**src/rtl/grant_locking_router.sv**
```systemverilog
// grant_locking_router
//
// Routes one TileLink Grant stream to two client ports, selected by client_id.
// Multi-beat Grants lock the route to one port until the final beat, so the
// beats of one burst are never split. A single registered buffer stage gives
// 1-cycle latency at full throughput: the entry can drain and reload in the
// same cycle.
//
// Optional feature (macro GRANT_ROUTER_CHECK_EN): sticky protocol checker on
// io_err. When the macro is undefined, io_err is tied to 0 and no check logic
// exists.
//
// Ports:
//   clk, reset                   clock, asynchronous active-low reset
//   io_in_valid / io_in_ready    input Grant handshake
//   io_in_bits_*                 input Grant beat fields
//   io_out_k_valid / _ready      output handshake, k = 0, 1
//   io_out_k_bits_*              routed beat fields (same buffer for both ports)
//   io_locked                    a multi-beat burst is in progress
//   io_lock_owner                output port owning the current lock
//   io_err                       sticky protocol error
module grant_locking_router #(
   parameter int unsigned N_BEATS = 8,
   parameter int unsigned BEAT_W  = 3,
   parameter int unsigned DATA_W  = 64
) (
   input  logic              clk,
   input  logic              reset,
   input  logic              io_in_valid,
   output logic              io_in_ready,
   input  logic [BEAT_W-1:0] io_in_bits_addr_beat,
   input  logic [1:0]        io_in_bits_client_xact_id,
   input  logic              io_in_bits_manager_xact_id,
   input  logic              io_in_bits_is_builtin_type,
   input  logic [3:0]        io_in_bits_g_type,
   input  logic [DATA_W-1:0] io_in_bits_data,
   input  logic              io_in_bits_client_id,
   output logic              io_out_0_valid,
   input  logic              io_out_0_ready,
   output logic [BEAT_W-1:0] io_out_0_bits_addr_beat,
   output logic [1:0]        io_out_0_bits_client_xact_id,
   output logic              io_out_0_bits_manager_xact_id,
   output logic              io_out_0_bits_is_builtin_type,
   output logic [3:0]        io_out_0_bits_g_type,
   output logic [DATA_W-1:0] io_out_0_bits_data,
   output logic              io_out_0_bits_client_id,
   output logic              io_out_1_valid,
   input  logic              io_out_1_ready,
   output logic [BEAT_W-1:0] io_out_1_bits_addr_beat,
   output logic [1:0]        io_out_1_bits_client_xact_id,
   output logic              io_out_1_bits_manager_xact_id,
   output logic              io_out_1_bits_is_builtin_type,
   output logic [3:0]        io_out_1_bits_g_type,
   output logic [DATA_W-1:0] io_out_1_bits_data,
   output logic              io_out_1_bits_client_id,
   output logic              io_locked,
   output logic              io_lock_owner,
   output logic              io_err
);

   localparam logic [BEAT_W-1:0] LastBeat = BEAT_W'(N_BEATS - 1);

   // Buffer entry
   logic              r_buf_valid;
   logic              r_buf_sel;
   logic [BEAT_W-1:0] r_buf_addr_beat;
   logic [1:0]        r_buf_client_xact_id;
   logic              r_buf_manager_xact_id;
   logic              r_buf_is_builtin_type;
   logic [3:0]        r_buf_g_type;
   logic [DATA_W-1:0] r_buf_data;
   logic              r_buf_client_id;

   // Burst lock state
   logic [BEAT_W-1:0] r_cnt;
   logic              r_locked;
   logic              r_owner;

   logic w_multi;
   logic w_in_fire;
   logic w_out_fire;
   logic w_sel;

   always_comb begin
      w_multi = io_in_bits_is_builtin_type ? (io_in_bits_g_type == 4'h5)
                                           : (io_in_bits_g_type == 4'h0);
      // Only the port the buffered beat is headed to can stall the router.
      w_out_fire  = r_buf_valid & (r_buf_sel ? io_out_1_ready : io_out_0_ready);
      io_in_ready = ~r_buf_valid | w_out_fire;
      w_in_fire   = io_in_valid & io_in_ready;
      // While locked, client_id is ignored for routing.
      w_sel       = r_locked ? r_owner : io_in_bits_client_id;
   end

   always_ff @(posedge clk or negedge reset) begin
      if (!reset) begin
         r_buf_valid           <= 1'b0;
         r_buf_sel             <= 1'b0;
         r_buf_addr_beat       <= '0;
         r_buf_client_xact_id  <= '0;
         r_buf_manager_xact_id <= 1'b0;
         r_buf_is_builtin_type <= 1'b0;
         r_buf_g_type          <= '0;
         r_buf_data            <= '0;
         r_buf_client_id       <= 1'b0;
      end else if (w_in_fire) begin
         r_buf_valid           <= 1'b1;
         r_buf_sel             <= w_sel;
         r_buf_addr_beat       <= io_in_bits_addr_beat;
         r_buf_client_xact_id  <= io_in_bits_client_xact_id;
         r_buf_manager_xact_id <= io_in_bits_manager_xact_id;
         r_buf_is_builtin_type <= io_in_bits_is_builtin_type;
         r_buf_g_type          <= io_in_bits_g_type;
         r_buf_data            <= io_in_bits_data;
         r_buf_client_id       <= io_in_bits_client_id;
      end else if (w_out_fire) begin
         r_buf_valid <= 1'b0;
      end
   end

   // Single-beat Grants never touch the lock or the counter.
   always_ff @(posedge clk or negedge reset) begin
      if (!reset) begin
         r_cnt    <= '0;
         r_locked <= 1'b0;
         r_owner  <= 1'b0;
      end else if (w_in_fire && w_multi) begin
         r_cnt <= r_cnt + BEAT_W'(1);
         if (r_cnt == '0) begin
            r_locked <= 1'b1;
            r_owner  <= w_sel;
         end
         if (r_cnt == LastBeat) begin
            r_locked <= 1'b0;
         end
      end
   end

`ifdef GRANT_ROUTER_CHECK_EN
   logic r_err;
   logic w_err_set;

   always_comb begin
      w_err_set = 1'b0;
      if (w_in_fire) begin
         if (r_locked) begin
            w_err_set = (io_in_bits_client_id != r_owner) |
                        (io_in_bits_addr_beat != r_cnt) | ~w_multi;
         end else begin
            w_err_set = w_multi & (io_in_bits_addr_beat != '0);
         end
      end
   end

   always_ff @(posedge clk or negedge reset) begin
      if (!reset) begin
         r_err <= 1'b0;
      end else if (w_err_set) begin
         r_err <= 1'b1;
      end
   end

   assign io_err = r_err;
`else
   assign io_err = 1'b0;
`endif

   always_comb begin
      io_out_0_valid                = r_buf_valid & ~r_buf_sel;
      io_out_1_valid                = r_buf_valid & r_buf_sel;
      io_out_0_bits_addr_beat       = r_buf_addr_beat;
      io_out_0_bits_client_xact_id  = r_buf_client_xact_id;
      io_out_0_bits_manager_xact_id = r_buf_manager_xact_id;
      io_out_0_bits_is_builtin_type = r_buf_is_builtin_type;
      io_out_0_bits_g_type          = r_buf_g_type;
      io_out_0_bits_data            = r_buf_data;
      io_out_0_bits_client_id       = r_buf_client_id;
      io_out_1_bits_addr_beat       = r_buf_addr_beat;
      io_out_1_bits_client_xact_id  = r_buf_client_xact_id;
      io_out_1_bits_manager_xact_id = r_buf_manager_xact_id;
      io_out_1_bits_is_builtin_type = r_buf_is_builtin_type;
      io_out_1_bits_g_type          = r_buf_g_type;
      io_out_1_bits_data            = r_buf_data;
      io_out_1_bits_client_id       = r_buf_client_id;
      io_locked                     = r_locked;
      io_lock_owner                 = r_owner;
   end

endmodule

```
**config.mk**
```make
export PLATFORM = sky130hd
export DESIGN_NAME = grant_locking_router
export DESIGN_NICKNAME = d
export VERILOG_FILES = /design/src/rtl/grant_locking_router.sv
export SDC_FILE = /design/constraint.sdc
export NUM_CORES = 1
export LEC_CHECK = 0
export CAP_MARGIN = 30
export CORE_ASPECT_RATIO = 0.75
export CORE_MARGIN = 5
export CORE_UTILIZATION = 37
export CTS_CLUSTER_SIZE = 40
export DETAILED_ROUTE_END_ITERATION = 7
export PLACE_DENSITY = 0.81
export SLEW_MARGIN = 20
export SYNTH_ARGS = -nofsm -noshare
export SYNTH_HDL_FRONTEND = slang
export SYNTH_SLANG_ARGS = --single-unit
```
**constraint.sdc**
```tcl
create_clock -name clk -period 2.1 [get_ports clk]
set_input_delay 0.63 -clock clk [delete_from_list [all_inputs] [get_ports clk]]
set_output_delay 0.63 -clock clk [all_outputs]
set_load 0.005 [all_outputs]
```
======== After elaboration in Yosys (flattened, before gate mapping) ========
Index checks and enable logic that the tools add are counted.
word-level totals
  register bits ........................... 83
  output and inout port bits .............. 158
  logic and storage cells ................. 36
cells by class
  $add $sub $neg .......................... 1
  equal/unequal tests ..................... 2
  multiplexer cells ....................... 7
  bitwise gates (word level) .............. 7
  reduce and logical (&&, ||, !) cells .... 7
operator list
  operator             number
  $mux 1               7
  $and 1x1->1          4
  $eq 4x3->1 const B   1
  $logic_not 4->1      1
  $reduce_and 2->1     2
  $reduce_bool 2->1    2
  $add 3x1->3 const B  1
  $eq 3x3->1 const B   1
  $logic_not 3->1      1
  $not 1->1            2
  $logic_and 1x1->1    1
  $or 1x1->1           1

======== Depth between registers and ports, before layout ========
Gate-level depths: netlist (run 1).
  word-level depth ........................ 6
  mapped depth ............................ 6
  mapped depth without buffers ............ 5

======== Worst setup path after synthesis (run 1) ========
Ideal clock, no wire load.
  path type ............................... input port to flip-flop
  from .................................... input port io_out_1_ready
  to ...................................... register r_buf_data[34] (netlist: io_out_0_bits_data[34])
  library setup time ...................... 0.125 ns
  arrival ................................. 1.599 ns
  required time ........................... 1.975 ns
  slack ................................... 0.376 ns
  stages .................................. 5
  path buffers ............................ 2
  cell sequence ........................... mux2i_1 a21boi_4 buf_6 buf_6 mux2_4
between the ends
  longest elaborated chain between the ends .. 4
ends and longest elaborated chain
  what                    line  source
  start: declaration      48    input logic io_out_1_ready,
  $mux 1                  88    w_out_fire = r_buf_valid & (r_buf_sel ? io_out_1_ready : io_out_0_ready);
  $and 1x1->1             88
  $or 1x1->1              89    io_in_ready = ~r_buf_valid | w_out_fire;
  $and 1x1->1             90    w_in_fire = io_in_valid & io_in_ready;
  end signal: assignment  114   r_buf_data <= io_in_bits_data;
  end: declaration        71    logic [DATA_W-1:0] r_buf_data;
Every way passes these cells.
A chain may end at the register's enable or synchronous reset.

======== Final worst setup path (run 1) ========
  from .................................... register r_buf_sel
  to ...................................... output port io_out_0_valid
between the ends
  longest elaborated chain between the ends .. 2
ends and longest elaborated chain
  what                      line  source
  start: declaration        65    logic r_buf_sel;
  start signal: assignment  108   r_buf_sel <= w_sel;
  $not 1->1                 169   io_out_0_valid = r_buf_valid & ~r_buf_sel;
  $and 1x1->1               169
  end: declaration          38    output logic io_out_0_valid,
Every way passes these cells.

==> metrics.txt, run 1 <==
Post-Route WL=between 9000 and 10000 µm; Min-Delay Path Class=in2async; final clock skew=0.00523 ns; DRC=0; Peak VDD IR=about 0.58 mV; total track usage=14.9%; drt first pass iters=3; Filler cells=800; H-tree levels=3; met3 Use GR=6.29%; initial antenna violation count=0; GRT busiest layer=met2; core area=about 10000 µm²; IO Count=239; final cycle utilization of the critical path=96.3%; vias in the first global route=between 2000 and 3000; Final setup violation count=0; area occupied by multi-input gates=~1100 µm²; Hold Buf Count CTS=0; post-synthesis sequential area ratio=between 50% and 60%; largest net degree at the start of global routing=42; Max Cap Viol=0; syn_nets=approximately 360; met2 Track Usage GR=25.4%; DPL Wire Length=7480 µm; Synth cell types=23; starting density of the core=around 38%; power per cell area=930 nW/µm²; Worst path max stage delay=~0.52 ns; Post-Syn Area=between 3000 and 4000 µm²; Die Span Y=98.3 µm; Synth Register Bits=83; die width=approximately 130 µm; crit path DAT=approximately 1.4 ns; GR Util met1=between 10% and 20%; synth warn=0; Post-layout nets=~530; clock transition at the registers of the reported paths=roughly 0.060 ns; clock sinks=a little over 80; Critical Path Sink Type=primary output; synth top area cells=dfrtp_1 (54%), mux2_2 (21%), buf_4 (16%); CTS root buffer=clkbuf_16; leakage=2.54 nW; worst slew pin tran=around 0.50 ns; CP Cell Sequence=nor2b_1, clkdlybuf4s50_1; Syn Area/Cell=about 14 µm²; Design Power=roughly 0.0057 W; Req. time, crit path=1.47 ns; CTS tree=done; fin util=59.7%; port bufs=about 240; WS Path Type=reg2out; Antenna Cells=0; CTS Buf Count=9; clk_lat worst skew=approximately 0.32 ns; RSZ-0062 raised after global routing=no; share of cells above drive strength 1=a little under a quarter; row count=32; Final Max Tran Viols=0; first-pass GRT wire length=15000 µm; GP Congestion=between 0.7 and 0.8; die footprint=~13000 µm²; CP Launch Type=flop; Tmin final=between 2 and 2.5 ns; via count=2610; Slew HR=~67%; f_max=494 MHz; critical-path cell with the highest stage delay=clkdlybuf4s50_1; Gate Count Post-Synth=approximately 280; Initial DRC Count=40; status=finished clean; post-route ant nets=0; CP Max Fanout=4; Seq. cell area=~2100 µm²; via-per-instance ratio=about 4.4; Final Hold Vio Count=0; Max clock buf depth=2; CP delay by family, top=buffers and inverters; GRT overflow=0; library cell with the largest summed area after synthesis=dfrtp_1; DR WL/cell=16.1 µm; Synth top area share=approximately 54%; layout overhead on the synthesized area=58.4%; buffers and inverters on the worst path=1
layer usage:
layer	up-vias	part of all wire, %
met5	-	0
met4	0	1.7
met3	15	10
met2	144	49
met1	1254	39
li1	1197	-
worst reg2reg max path, stage by stage (launching register included):
cell and delay [ns]:
dfrtp_1 0.42, mux2i_1 0.16, buf_4 0.16, a21boi_4 0.30, buf_12 0.25, mux2_2 0.39
cell type report:
| type | instances | area share, % |
|---|---|---|
| Clock buffer | 10 | 3.75 |
| Clock inverter | 4 | 0.328 |
| Inverter | 3 | 0.185 |
| Multi-Input combinational cell | 104 | 18.3 |
| Sequential cell | 83 | 34.1 |
| Tap cell | 136 | 2.79 |
| Timing Repair Buffer | 247 | 40.6 |
layout by cell type, fill, tap and decap left out, types with 2 or more instances in the layout:
master / n
dfrtp_1: 83
clkinv_2: 4
mux2i_1: 4
buf_12: 3
dlygate4sd2_1: 2
clkbuf_16: 9
mux2_2: 71
inv_1: 3
nor2_1: 4
ha_1: 3
mux2_4: 8
buf_4: 8
clkdlybuf4s50_1: 233
cell families (layout without fill, tap and decap cells):
logic type | after synthesis | after routing | share of synthesized area (%)
buf+inv | 88 | 264 | 17.1
other cells | 1 | 1 | 0.0974
xor+xnor | 1 | 1 | 0.228
compound gates | 2 | 2 | 0.617
simple gates | 14 | 14 | 2.14
fa+ha+maj | 3 | 3 | 0.975
mux | 83 | 83 | 24.9
flops | 83 | 83 | 53.9
power by group:
group,internal [W],switching [W]
clock network,0.000778,0.000558
logic,0.00153,0.000582
registers,0.00195,0.000275
sequential cells by signal, summed over array words and instances, names as in the netlist, 2 cells and up:
name and count:
io_out_0_bits_client_xact_id 2, io_out_0_bits_data 64, r_cnt 3, io_out_0_bits_addr_beat 3
io_out_0_bits_g_type 4
through the flow:
step	area [µm²]	cells	setup TNS, ns	hold WS [ns]	setup slack (ns)
floorplan	3850	275	0	0.334	0.376
global placement	5840	571	-19.55	0.515	-0.285
detailed placement	5840	571	-25.36	0.519	-0.352
CTS	6090	586	0	0.277	0.0275
global route	6100	587	0	0.293	0.0318
finish	6100	587	0	0.261	0.0774
repair_timing:
item	CTS	global route
resized for setup	6	0
endpoints found under the setup margin	1	1
hold endpoints to repair	0	0
pin swaps	1	0
setup buffers	1	1
cell usage after synthesis, drive strengths merged:
cell / count
a21boi: 1
a21oi: 1
and2: 1
and3: 1
and3b: 1
and4bb: 1
buf: 85
conb: 1
dfrtp: 83
ha: 3
inv: 3
mux2: 79
mux2i: 4
nand2: 1
nand2b: 1
nand3: 1
nor2: 4
nor2b: 1
nor3: 1
nor3b: 1
xnor2: 1
final timing paths:
check                                                start                    endpoint  slack, ns  cells after the start
max in group asynchronous                            reset      io_out_0_bits_data[24]       1.24                      2
worst min-delay path                                 reset      io_out_0_bits_data[35]       0.26                      1
min in group clk                io_out_0_bits_addr_beat[0]  io_out_0_bits_addr_beat[0]       0.53                      1
worst max register to register                   r_buf_sel      io_out_0_bits_data[31]       0.30                      5
worst min register to register  io_out_0_bits_addr_beat[0]  io_out_0_bits_addr_beat[0]       0.53                      1
worst max-delay path                             r_buf_sel              io_out_0_valid       0.08                      2
Power figures use the tool's default switching activity.
==> run 2: changes to the inputs <==
--- a/config.mk
+++ b/config.mk
@@ -7,7 +7,7 @@
 export LEC_CHECK = 0
 export CAP_MARGIN = 30
 export CORE_ASPECT_RATIO = 0.75
-export CORE_MARGIN = 5
+export CORE_MARGIN = 1
 export CORE_UTILIZATION = 37
 export CTS_CLUSTER_SIZE = 40
 export DETAILED_ROUTE_END_ITERATION = 7
==> metrics.txt, run 2 (same netlist as run 1, synthesis figures left out) <==
total track usage=17.6% (was 14.9%); via count=2595 (was 2610); via-per-instance ratio=4.44 (was 4.45); Die Span Y=90.3 µm (was 98.3 µm); Final Max Tran Viols=0 (unchanged); share of cells above drive strength 1=23.5% (was 23.3%); Max clock buf depth=2 (unchanged); f_max=490 MHz (was 494 MHz); IO Count=239 (unchanged); Antenna Cells=0 (unchanged); Filler cells=768 (was 800); Place WS=-0.287 ns (was -0.352 ns); WS Path Type=reg2out (unchanged); commonest non-fill, non-tap cell in the layout=clkdlybuf4s50_1 (unchanged); RSZ-0062 raised after global routing=no (unchanged); vias in the first global route=2734 (was 2946); status=finished clean (unchanged); Post-layout nets=533 (was 532); post-route cell area=6130 µm² (was 6100 µm²); Sw Pwr=0.00144 W (was 0.00142 W); initial antenna violation count=0 (unchanged); Critical Path Sink Type=primary output (unchanged); leakage=2.57 nW (was 2.54 nW); drt first pass iters=4 (was 3); most frequent cells in the layout=clkdlybuf4s50_1 (233), dfrtp_1 (83), mux2_2 (71), clkbuf_16 (9), mux2_4 (8) (was clkdlybuf4s50_1 (233), dfrtp_1 (83), mux2_2 (71), clkbuf_16 (9)); switching share of power=25.2% (was 25.0%); GRT overflow=0 (unchanged); TNS Setup=0 ns (unchanged); CTS tree=done (unchanged); clock transition at the registers of the reported paths=0.06 ns (about the same); core area=9890 µm² (was 10200 µm²); Cell Int Power=0.00427 W (was 0.00425 W); power per cell area=930 nW/µm² (about the same); CTS Buf Count=9 (unchanged); Final Hold Vio Count=0 (unchanged); Max Cap Viol=0 (unchanged); layout overhead on the synthesized area=59.3% (was 58.4%); crit path DAT=1.41 ns (was 1.39 ns); DR WL/cell=15.9 µm (was 16.1 µm); CTS root buffer=clkbuf_16 (unchanged); Tmin final=2.04 ns (was 2.02 ns); Design Power=0.00570 W (was 0.00567 W); share of power burned in the clock network=23.6% (about the same); DR top layer=met4 (unchanged); R2R depth=6 (was 5); die width=120 µm (was 128 µm); clock sinks=83 (unchanged); starting density of the core=38.9% (was 37.7%); reg2reg setup slack=0.30 ns (about the same); Final setup violation count=0 (unchanged); Initial DRC Count=34 (was 40); CP Launch Type=flop (unchanged); fin util=62.0% (was 59.7%); Min-Delay Path Class=in2async (unchanged); area occupied by multi-input gates=1120 µm² (unchanged); Seq. cell area=2080 µm² (unchanged); GP Congestion=0.780 (was 0.797); die footprint=10800 µm² (was 12600 µm²); Peak VDD IR=0.493 mV (was 0.578 mV); post-route ant nets=0 (unchanged); clk_lat worst skew=0.33 ns (was 0.32 ns); placed cell area=5880 µm² (was 5840 µm²); Post-Route WL=9300 µm (was 9450 µm); CP Max Fanout=4 (unchanged); row count=31 (was 32); H-tree levels=3 (unchanged); wl on met1=3560 µm (was 3660 µm); Hold Buf Count CTS=0 (unchanged); Flop pwr share=39.2% (about the same); Req. time, crit path=1.47 ns (about the same); logic gate share of total power=37.2% (was 37.3%); Largest register FFs=64 (unchanged); largest net degree at the start of global routing=44 (was 42); final clock skew=0.00336 ns (was 0.00523 ns); setup slack after layout=0.0608 ns (was 0.0774 ns); DRC=0 (unchanged); DPL Wire Length=7130 µm (was 7480 µm); port bufs=237 (unchanged); first-pass GRT wire length=14600 µm (was 15000 µm); WL met3=765 µm (was 947 µm); met2 wire length=4840 µm (was 4680 µm); final cycle utilization of the critical path=97.1% (was 96.3%)
[run 2: cell types whose count changed in the layout (fill, tap and decap cells not counted)]
cell	previous run	this run
dlymetal6s2s_1	0	2
dlygate4sd2_1	2	0
buf_4	8	7
buf_12	3	5
[run 2: final cells by class]
class	instances	area share, %
timing repair buffer	248	41.0
multi-input combinational	104	18.2
inverter	3	0.184
clock buffer	10	3.73
clock inverter	4	0.326
tap	132	2.69
sequential	83	33.9
[run 2: worst paths after layout]
kind / end / startpoint
setup / recovery: io_out_0_valid / r_buf_valid
setup reg to reg: io_lock_owner / r_buf_sel
max in group asynchronous: io_out_0_bits_data[11] / reset
min in group clk: io_out_0_bits_data[29] / io_out_0_bits_data[29]
hold / removal: io_out_0_bits_addr_beat[2] / reset
hold reg to reg: io_out_0_bits_data[29] / io_out_0_bits_data[29]
[run 2: worst max-delay path, cell delays in order, from the launching register on]
cell and delay [ns]:
dfrtp_1 0.42, nor2b_1 0.15, clkdlybuf4s50_1 0.52
[run 2: what timing repair did]
action,in CTS,in global routing
pin swaps,1,1
buffers inserted,0,0
resized for setup,4,2
endpoints found under the setup margin,1,1
[run 2: per-layer routing]
| metal | global-route usage, % | vias up |
|---|---|---|
| met5 | 0 | - |
| met4 | 6.35 | 0 |
| met3 | 6.06 | 13 |
| met2 | 31.6 | 138 |
| met1 | 19.0 | 1245 |
| li1 | - | 1199 |
[run 2: power groups by stage]
stage	Combinational, W	Clock [W]	Sequential [W]
final	0.00212	0.00135	0.00223
after global routing	0.00226	0.00146	0.00229
after CTS	0.00215	0.00140	0.00224
after detailed placement	0.00215	0	0.00226
after global placement	0.00210	0	0.00223
after floorplan	0.000982	0	0.00223
[run 2: per-stage QoR]
step,instances,hold WS (ns)
floorplan,275,0.334
global placement,570,0.510
finish,584,0.204
detailed placement,570,0.524
CTS,584,0.201
global route,584,0.219
